File: config.mk
export PLATFORM = sky130hd
export DESIGN_NAME = dm_tap
export DESIGN_NICKNAME = d
export VERILOG_FILES = /design/src/rtl/dm_tap.sv
export SDC_FILE = /design/constraint.sdc
export NUM_CORES = 1
export LEC_CHECK = 0
export CAP_MARGIN = 20
export CORE_ASPECT_RATIO = 0.7
export CORE_MARGIN = 8
export CORE_UTILIZATION = 50
export CTS_CLUSTER_SIZE = 16
export DETAILED_ROUTE_END_ITERATION = 16
export PLACE_DENSITY = 0.73
export SLEW_MARGIN = 20
export SYNTH_ARGS = -nofsm -noshare
export SYNTH_HDL_FRONTEND = slang
export SYNTH_SLANG_ARGS = --single-unit
File: constraint.sdc
create_clock -name clk -period 1.6 [get_ports clk]
set_input_delay 0.16 -clock clk [delete_from_list [all_inputs] [get_ports clk]]
set_output_delay 0.16 -clock clk [all_outputs]
set_load 0.1 [all_outputs]
File: src/rtl/dm_tap.sv
// dm_tap: JTAG TAP controller running entirely in the system clock domain.
//
// The JTAG pins are oversampled on clk. Each pin passes through a SyncStages-deep
// synchronizer, and tck edges are detected from the synchronized copy. The IEEE
// 1149.1 TAP state machine advances once per detected tck rise. The block holds
// the IR, IDCODE and BYPASS registers. It also produces the capture/shift/update
// strobes and the select lines used by the downstream DTM shift registers.
//
// Ports
//   clk            system clock; all state changes on the rising edge
//   reset          synchronous reset, active low
//   tck_i, tms_i, tdi_i, trst_i   raw JTAG pins (trst_i is active low)
//   dmi_tdo_i      serial-out bit of the DTM DMI register
//   dtmcs_tdo_i    serial-out bit of the DTM dtmcs register
//   tdo_o          JTAG TDO pin, updated on tck fall
//   tdo_oe_o       TDO output enable, high while shifting IR or DR
//   tdi_o          synchronized TDI, valid while shift_o is high
//   capture_o, shift_o, update_o   one-clk strobes for CaptureDr/ShiftDr/UpdateDr
//   dmi_select_o   IR holds DMIACCESS
//   dtmcs_select_o IR holds DTMCS
//   dmi_clear_o    one-clk pulse on entry to TestLogicReset
module dm_tap #(
    parameter int unsigned IrLength    = 5,
    parameter logic [31:0] IdcodeValue = 32'h00000001,
    parameter int unsigned SyncStages  = 2
) (
    input  logic clk,
    input  logic reset,
    input  logic tck_i,
    input  logic tms_i,
    input  logic tdi_i,
    input  logic trst_i,
    input  logic dmi_tdo_i,
    input  logic dtmcs_tdo_i,
    output logic tdo_o,
    output logic tdo_oe_o,
    output logic tdi_o,
    output logic capture_o,
    output logic shift_o,
    output logic update_o,
    output logic dmi_select_o,
    output logic dtmcs_select_o,
    output logic dmi_clear_o
);

    localparam logic [IrLength-1:0] IrIdcode    = IrLength'(5'h01);
    localparam logic [IrLength-1:0] IrDtmcs     = IrLength'(5'h10);
    localparam logic [IrLength-1:0] IrDmiAccess = IrLength'(5'h11);
    localparam logic [IrLength-1:0] IrCapture   = IrLength'(5'b00101);

    typedef enum logic [3:0] {
        TestLogicReset, RunTestIdle, SelectDrScan, CaptureDr,
        ShiftDr, Exit1Dr, PauseDr, Exit2Dr,
        UpdateDr, SelectIrScan, CaptureIr, ShiftIr,
        Exit1Ir, PauseIr, Exit2Ir, UpdateIr
    } tap_state_e;

    // ---- pin synchronizers ----
    logic [SyncStages-1:0] tck_sync, tms_sync, tdi_sync, trst_sync;
    logic tck_prev;

    always_ff @(posedge clk) begin
        tck_sync  <= {tck_sync[SyncStages-2:0], tck_i};
        tms_sync  <= {tms_sync[SyncStages-2:0], tms_i};
        tdi_sync  <= {tdi_sync[SyncStages-2:0], tdi_i};
        trst_sync <= {trst_sync[SyncStages-2:0], trst_i};
        tck_prev  <= tck_sync[SyncStages-1];
    end

    logic tck_s, tms_s, tdi_s, trst_s;
    logic tck_rise, tck_fall, tap_rst;

    assign tck_s    = tck_sync[SyncStages-1];
    assign tms_s    = tms_sync[SyncStages-1];
    assign tdi_s    = tdi_sync[SyncStages-1];
    assign trst_s   = trst_sync[SyncStages-1];
    assign tck_rise = tck_s & ~tck_prev;
    assign tck_fall = ~tck_s & tck_prev;
    // Either reset source wins over a coincident tck edge.
    assign tap_rst  = ~reset | ~trst_s;

    // ---- TAP state machine ----
    tap_state_e state_q, state_d;
    logic       rst_q;
    logic       dmi_clear_q;

    always_comb begin
        state_d = state_q;
        case (state_q)
            TestLogicReset: state_d = tms_s ? TestLogicReset : RunTestIdle;
            RunTestIdle:    state_d = tms_s ? SelectDrScan   : RunTestIdle;
            SelectDrScan:   state_d = tms_s ? SelectIrScan   : CaptureDr;
            CaptureDr:      state_d = tms_s ? Exit1Dr        : ShiftDr;
            ShiftDr:        state_d = tms_s ? Exit1Dr        : ShiftDr;
            Exit1Dr:        state_d = tms_s ? UpdateDr       : PauseDr;
            PauseDr:        state_d = tms_s ? Exit2Dr        : PauseDr;
            Exit2Dr:        state_d = tms_s ? UpdateDr       : ShiftDr;
            UpdateDr:       state_d = tms_s ? SelectDrScan   : RunTestIdle;
            SelectIrScan:   state_d = tms_s ? TestLogicReset : CaptureIr;
            CaptureIr:      state_d = tms_s ? Exit1Ir        : ShiftIr;
            ShiftIr:        state_d = tms_s ? Exit1Ir        : ShiftIr;
            Exit1Ir:        state_d = tms_s ? UpdateIr       : PauseIr;
            PauseIr:        state_d = tms_s ? Exit2Ir        : PauseIr;
            Exit2Ir:        state_d = tms_s ? UpdateIr       : ShiftIr;
            UpdateIr:       state_d = tms_s ? SelectDrScan   : RunTestIdle;
            default:        state_d = TestLogicReset;
        endcase
    end

    // rst_q remembers that the previous cycle was in reset.
    // This lets dmi_clear fire once when the reset is released.
    always_ff @(posedge clk) begin
        if (tap_rst) begin
            state_q     <= TestLogicReset;
            rst_q       <= 1'b1;
            dmi_clear_q <= 1'b0;
        end else begin
            rst_q       <= 1'b0;
            dmi_clear_q <= rst_q | (tck_rise && state_q != TestLogicReset
                                             && state_d == TestLogicReset);
            if (tck_rise) state_q <= state_d;
        end
    end

    // ---- IR, IDCODE, BYPASS and TDO ----
    logic [IrLength-1:0] ir_q, ir_sr;
    logic [31:0]         idcode_sr;
    logic                bypass_q;
    logic                tdo_q, tdo_oe_q;
    logic                dr_tdo;

    always_comb begin
        dr_tdo = bypass_q;
        case (ir_q)
            IrIdcode:    dr_tdo = idcode_sr[0];
            IrDtmcs:     dr_tdo = dtmcs_tdo_i;
            IrDmiAccess: dr_tdo = dmi_tdo_i;
            default:     dr_tdo = bypass_q;
        endcase
    end

    always_ff @(posedge clk) begin
        if (tap_rst) begin
            ir_q      <= IrIdcode;
            ir_sr     <= '0;
            idcode_sr <= '0;
            bypass_q  <= 1'b0;
            tdo_q     <= 1'b0;
            tdo_oe_q  <= 1'b0;
        end else begin
            if (tck_rise) begin
                case (state_q)
                    CaptureIr: ir_sr <= IrCapture;
                    ShiftIr:   ir_sr <= {tdi_s, ir_sr[IrLength-1:1]};
                    UpdateIr:  ir_q  <= ir_sr;
                    CaptureDr: begin
                        if (ir_q == IrIdcode) idcode_sr <= IdcodeValue;
                        bypass_q <= 1'b0;
                    end
                    ShiftDr: begin
                        idcode_sr <= {tdi_s, idcode_sr[31:1]};
                        bypass_q  <= tdi_s;
                    end
                    default: ;
                endcase
            end
            // TestLogicReset holds the IR at IDCODE, not only on entry.
            if (state_q == TestLogicReset) ir_q <= IrIdcode;
            // TDO changes on tck fall so the host samples it stable on the next rise.
            if (tck_fall) begin
                tdo_q    <= 1'b0;
                tdo_oe_q <= 1'b0;
                if (state_q == ShiftIr) begin
                    tdo_q    <= ir_sr[0];
                    tdo_oe_q <= 1'b1;
                end else if (state_q == ShiftDr) begin
                    tdo_q    <= dr_tdo;
                    tdo_oe_q <= 1'b1;
                end
            end
        end
    end

    // The strobes cover the clk cycle of the tck rise.
    // They are decoded from the state being left.
    assign capture_o      = tck_rise & ~tap_rst & (state_q == CaptureDr);
    assign shift_o        = tck_rise & ~tap_rst & (state_q == ShiftDr);
    assign update_o       = tck_rise & ~tap_rst & (state_q == UpdateDr);
    assign dmi_clear_o    = dmi_clear_q;
    assign dmi_select_o   = (ir_q == IrDmiAccess);
    assign dtmcs_select_o = (ir_q == IrDtmcs);
    assign tdi_o          = tdi_s;
    assign tdo_o          = tdo_q;
    assign tdo_oe_o       = tdo_oe_q;

endmodule

==> summary.md <==
| Metric | Value |
|---|---|
| HPWL Detailed | around 3500 um |
| Worst Setup End Kind | primary output |
| Gr usage total | about 16% |
| Ys Warns | 0 |
| Initial Utilization | around 52% |
| Syn Nets | 300 |
| Crit path max fanout | 2 |
| PwrDens | 861 nW/um2 |
| Nets | roughly 340 |
| Initial antenna violation count | 0 |
| Die ar. | approximately 7600 um2 |
| Synthesized flop and latch total | 60 |
| Critical Path Source Type | register |
| Clock root cell | clkbuf_8 |
| Setup tns final | -0.626 ns |
| Worst-case clock buffer depth | 2 |
| Number of flops mapped to enable cells by yosys | 0 |
| Worst Reg-to-Reg Cells | 6 |
| Fin crit share | 106% |
| R2R Path End | idcode_sr[22]$_SDFFE_PP0P_ |
| Hold Crit Depth | 1 |
| Sequence of cells on the critical path | or4b_4 > nor2_4 > buf_12 |
| RSZ-0062 raised after global routing | yes |
| Flop2flop setup slack | -0.05 ns |
| Cell count along the critical path | 3 |
| Hold-fix buffers, CTS | 0 |
| Cell leakage power | 1.16 nW |
| Pin count of the biggest net entering global routing | 33 |
| CTS buffer count | 9 |
| DR WL met3 | approximately 460 um |
| Die height | 75.2 um |
| Met2 Wirelength | approximately 2500 um |
| Max-cap violations | 0 |
| Via density | between 5 and 6 |
| Final min period | roughly 1.7 ns |
| Slowest stage delay, CP | approximately 0.56 ns |
| Worst VDD drop | just over 0.0006 V |
| Routed WL | 5950 um |
| Worst setup margin | -0.0913 ns |
| Die X | approximately 100 um |
| Synth unique cells | 52 |
| Hold EP | tck_sync[0]$_DFF_P_ |
| Antenna cells | 0 |
| Vias in the first global route | ~2000 |
| Fin. max-slew vios | 0 |
| Synth Area per Inst | roughly 8.6 um2 |
| Violated checks | negative setup slack |
| Setup violators final | 26 |
| TritonRoute pass-1 iters | 4 |
| Worst Skew | 0.00763 ns |
| Min-delay src | tck_i |
| Iter 0 DRT Violations | 150 |
| Critical Path AT | between 1.5 and 2 ns |
| Met1 wire length | approximately 2900 um |
| Gpl congestion | 0.841 |
| Top layer in use | met4 |
| Core footprint | just under 5000 um2 |
| Pin slew with the least headroom to its limit | between 0.4 and 0.5 ns |
| CTS tree | built |
| Ys async rst share | 0% |
| Worst path required time | roughly 1.4 ns |
| Run status | complete, but fails checks |
| Kind of cell adding the most delay to the critical path | simple AND/OR/NAND/NOR gates |
| Hold Violations, Final | 0 |
| Via count | 2216 |
| Cells after synthesis | slightly below 300 |
| Remaining antenna violation count after routing | 0 |
| CTS Sinks | 60 |
| Layout overhead on the synthesized area | 35.7% |
| WL/cell | 14.8 um |
| Clk slew on worst S/H paths | around 0.070 ns |
| Finished Core Util | 70.7% |
| Relative slew slack | between 70 and 80% |
| Ys flop type | dfxtp_1 |
| Worst path bufs/invs | 1 |
| Maximum operating frequency | about 600 MHz |
| Gr ovfl total | 0 |
| Crit Path Category | reg2out |
| # port buffers | 16 |
| H-tree depth | 3 |
| First-pass GRT wire length | approximately 9500 um |
| Num ports | 17 |
| Clk Latency, worst-skew pair | around 0.34 ns |
| Residual DRC | 0 |
| Seq/Total Area, Yosys | 48.0% |
| # rows | 21 |
| Type of the worst min-delay path | in2reg |
| Layout cells sized above 1 | around 27% |
| Reg2reg start | state_q[1]$_SDFFE_PP0P_ |
| Critical path's slowest cell | or4b_4 |
| Post-Syn Area | about 2500 um2 |
worst register-to-register path, stage by stage (launching register included):
cell     delay [ns]
dfxtp_2        0.33
or4b_4         0.56
buf_4          0.19
nor2_8         0.15
buf_12         0.15
nand2_1        0.06
a21oi_1        0.14
per-layer routing:
metal  vias to the layer above  track usage, %
met5                         -               0
met4                         0            6.83
met3                        10            6.56
met2                        61            23.3
met1                      1042            20.5
li1                       1103               -
worst max path at each step:
stage	start	end	slack, ns
3_5_place_dp	reset	update_o	-0.02
6_report	state_q[1]$_SDFFE_PP0P_	shift_o	-0.09
5_1_grt	state_q[3]$_SDFFE_PP0P_	shift_o	-0.14
4_1_cts	state_q[0]$_SDFFE_PP0P_	shift_o	-0.11
2_1_floorplan	tck_sync[1]$_DFF_P_	update_o	-0.35
3_3_place_gp	reset	update_o	-0.004
synthesized netlist by cell type (2+ instances only):
cell type	instances	share of area (%)
nand3_1	4	0.80
dfxtp_1	60	48
inv_1	7	1.0
o21ai_0	37	7.4
nor2b_1	5	1.2
a2111oi_0	2	0.70
clkbuf_1	13	1.9
and2_1	2	0.50
nand2b_1	2	0.50
nor3b_1	2	0.60
nor3_1	3	0.60
nor4_1	2	0.50
a21oi_1	41	8.2
o21ai_1	2	0.40
nand2_1	40	6.0
mux2i_1	6	2.4
a311oi_1	2	0.70
a221oi_1	2	0.70
a21o_1	2	0.60
buf_2	5	1.0
nor2_1	15	2.2
buf_6	5	2.2
a31oi_1	4	1.0
timing repair:
| item | CTS | global route |
|---|---|---|
| endpoints found under the setup margin | 5 | 40 |
| hold endpoints to repair | 0 | 0 |
| pin swaps | 6 | 10 |
| setup buffers | 6 | 4 |
| gates cloned | 0 | 3 |
| resized for setup | 16 | 16 |
cells by family after synthesis:
group	after synthesis	synth area share, %
AO/OA/AOI/OAI	105	24.3
multiplexers	6	2.40
AND/OR/NAND/NOR	88	18.3
flip-flops	60	48.0
XOR/XNOR	1	0.350
buffers and inverters	32	6.69
cells in the final DEF (no fill, tap or decap), types with 2 or more instances in the layout:
| master | instances |
|---|---|
| clkbuf_16 | 2 |
| nand3_1 | 4 |
| nor3_4 | 2 |
| a31oi_1 | 3 |
| a311oi_1 | 2 |
| a221oi_1 | 2 |
| a21oi_1 | 41 |
| o21ai_1 | 5 |
| clkinv_2 | 2 |
| nor2_4 | 2 |
| clkbuf_8 | 11 |
| buf_4 | 22 |
| inv_1 | 7 |
| dfxtp_1 | 52 |
| clkdlybuf4s50_1 | 7 |
| nand2_1 | 38 |
| buf_12 | 14 |
| mux2i_1 | 6 |
| nor2b_1 | 4 |
| o21ai_0 | 34 |
| nor2_1 | 13 |
| nor4_4 | 2 |
| buf_6 | 7 |
| dfxtp_2 | 7 |
| clkinvlp_4 | 2 |
| a21o_1 | 2 |
registers in the layout, indices dropped and copies added, names as in the netlist, 2 cells and up:
register   count
idcode_sr     32
ir_q           5
ir_sr          5
state_q        4
tck_sync       2
tdi_sync       2
tms_sync       2
trst_sync      2
report_power, final:
part / switching, W / internal [W]
combinational: 0.000103 / 0.0000735
clock: 0.000596 / 0.000631
sequential: 0.0000146 / 0.00151
total: 0.000714 / 0.00221
metrics by stage:
stage	setup slack, ns	total power, W	instances	hold WS (ns)	cell area (um2)
2_1_floorplan	-0.351	0.00165	292	0.188	2560
3_3_place_gp	-0.00372	0.00172	376	0.310	3000
3_5_place_dp	-0.0232	0.00172	376	0.312	3000
4_1_cts	-0.110	0.00295	396	0.241	3260
5_1_grt	-0.137	0.00302	403	0.237	3400
6_report	-0.0913	0.00293	403	0.257	3400
area by class of cell:
class,count,area (um2)
well taps,69,86.3
flip-flops and latches,60,1210
multi-input cells,200,1250
fillers,354,1410
clock inverters,4,25.0
inverters,7,26.3
repair buffers,52,644
clock buffers,11,151
No activity file was read; power rests on OpenSTA's default activity.
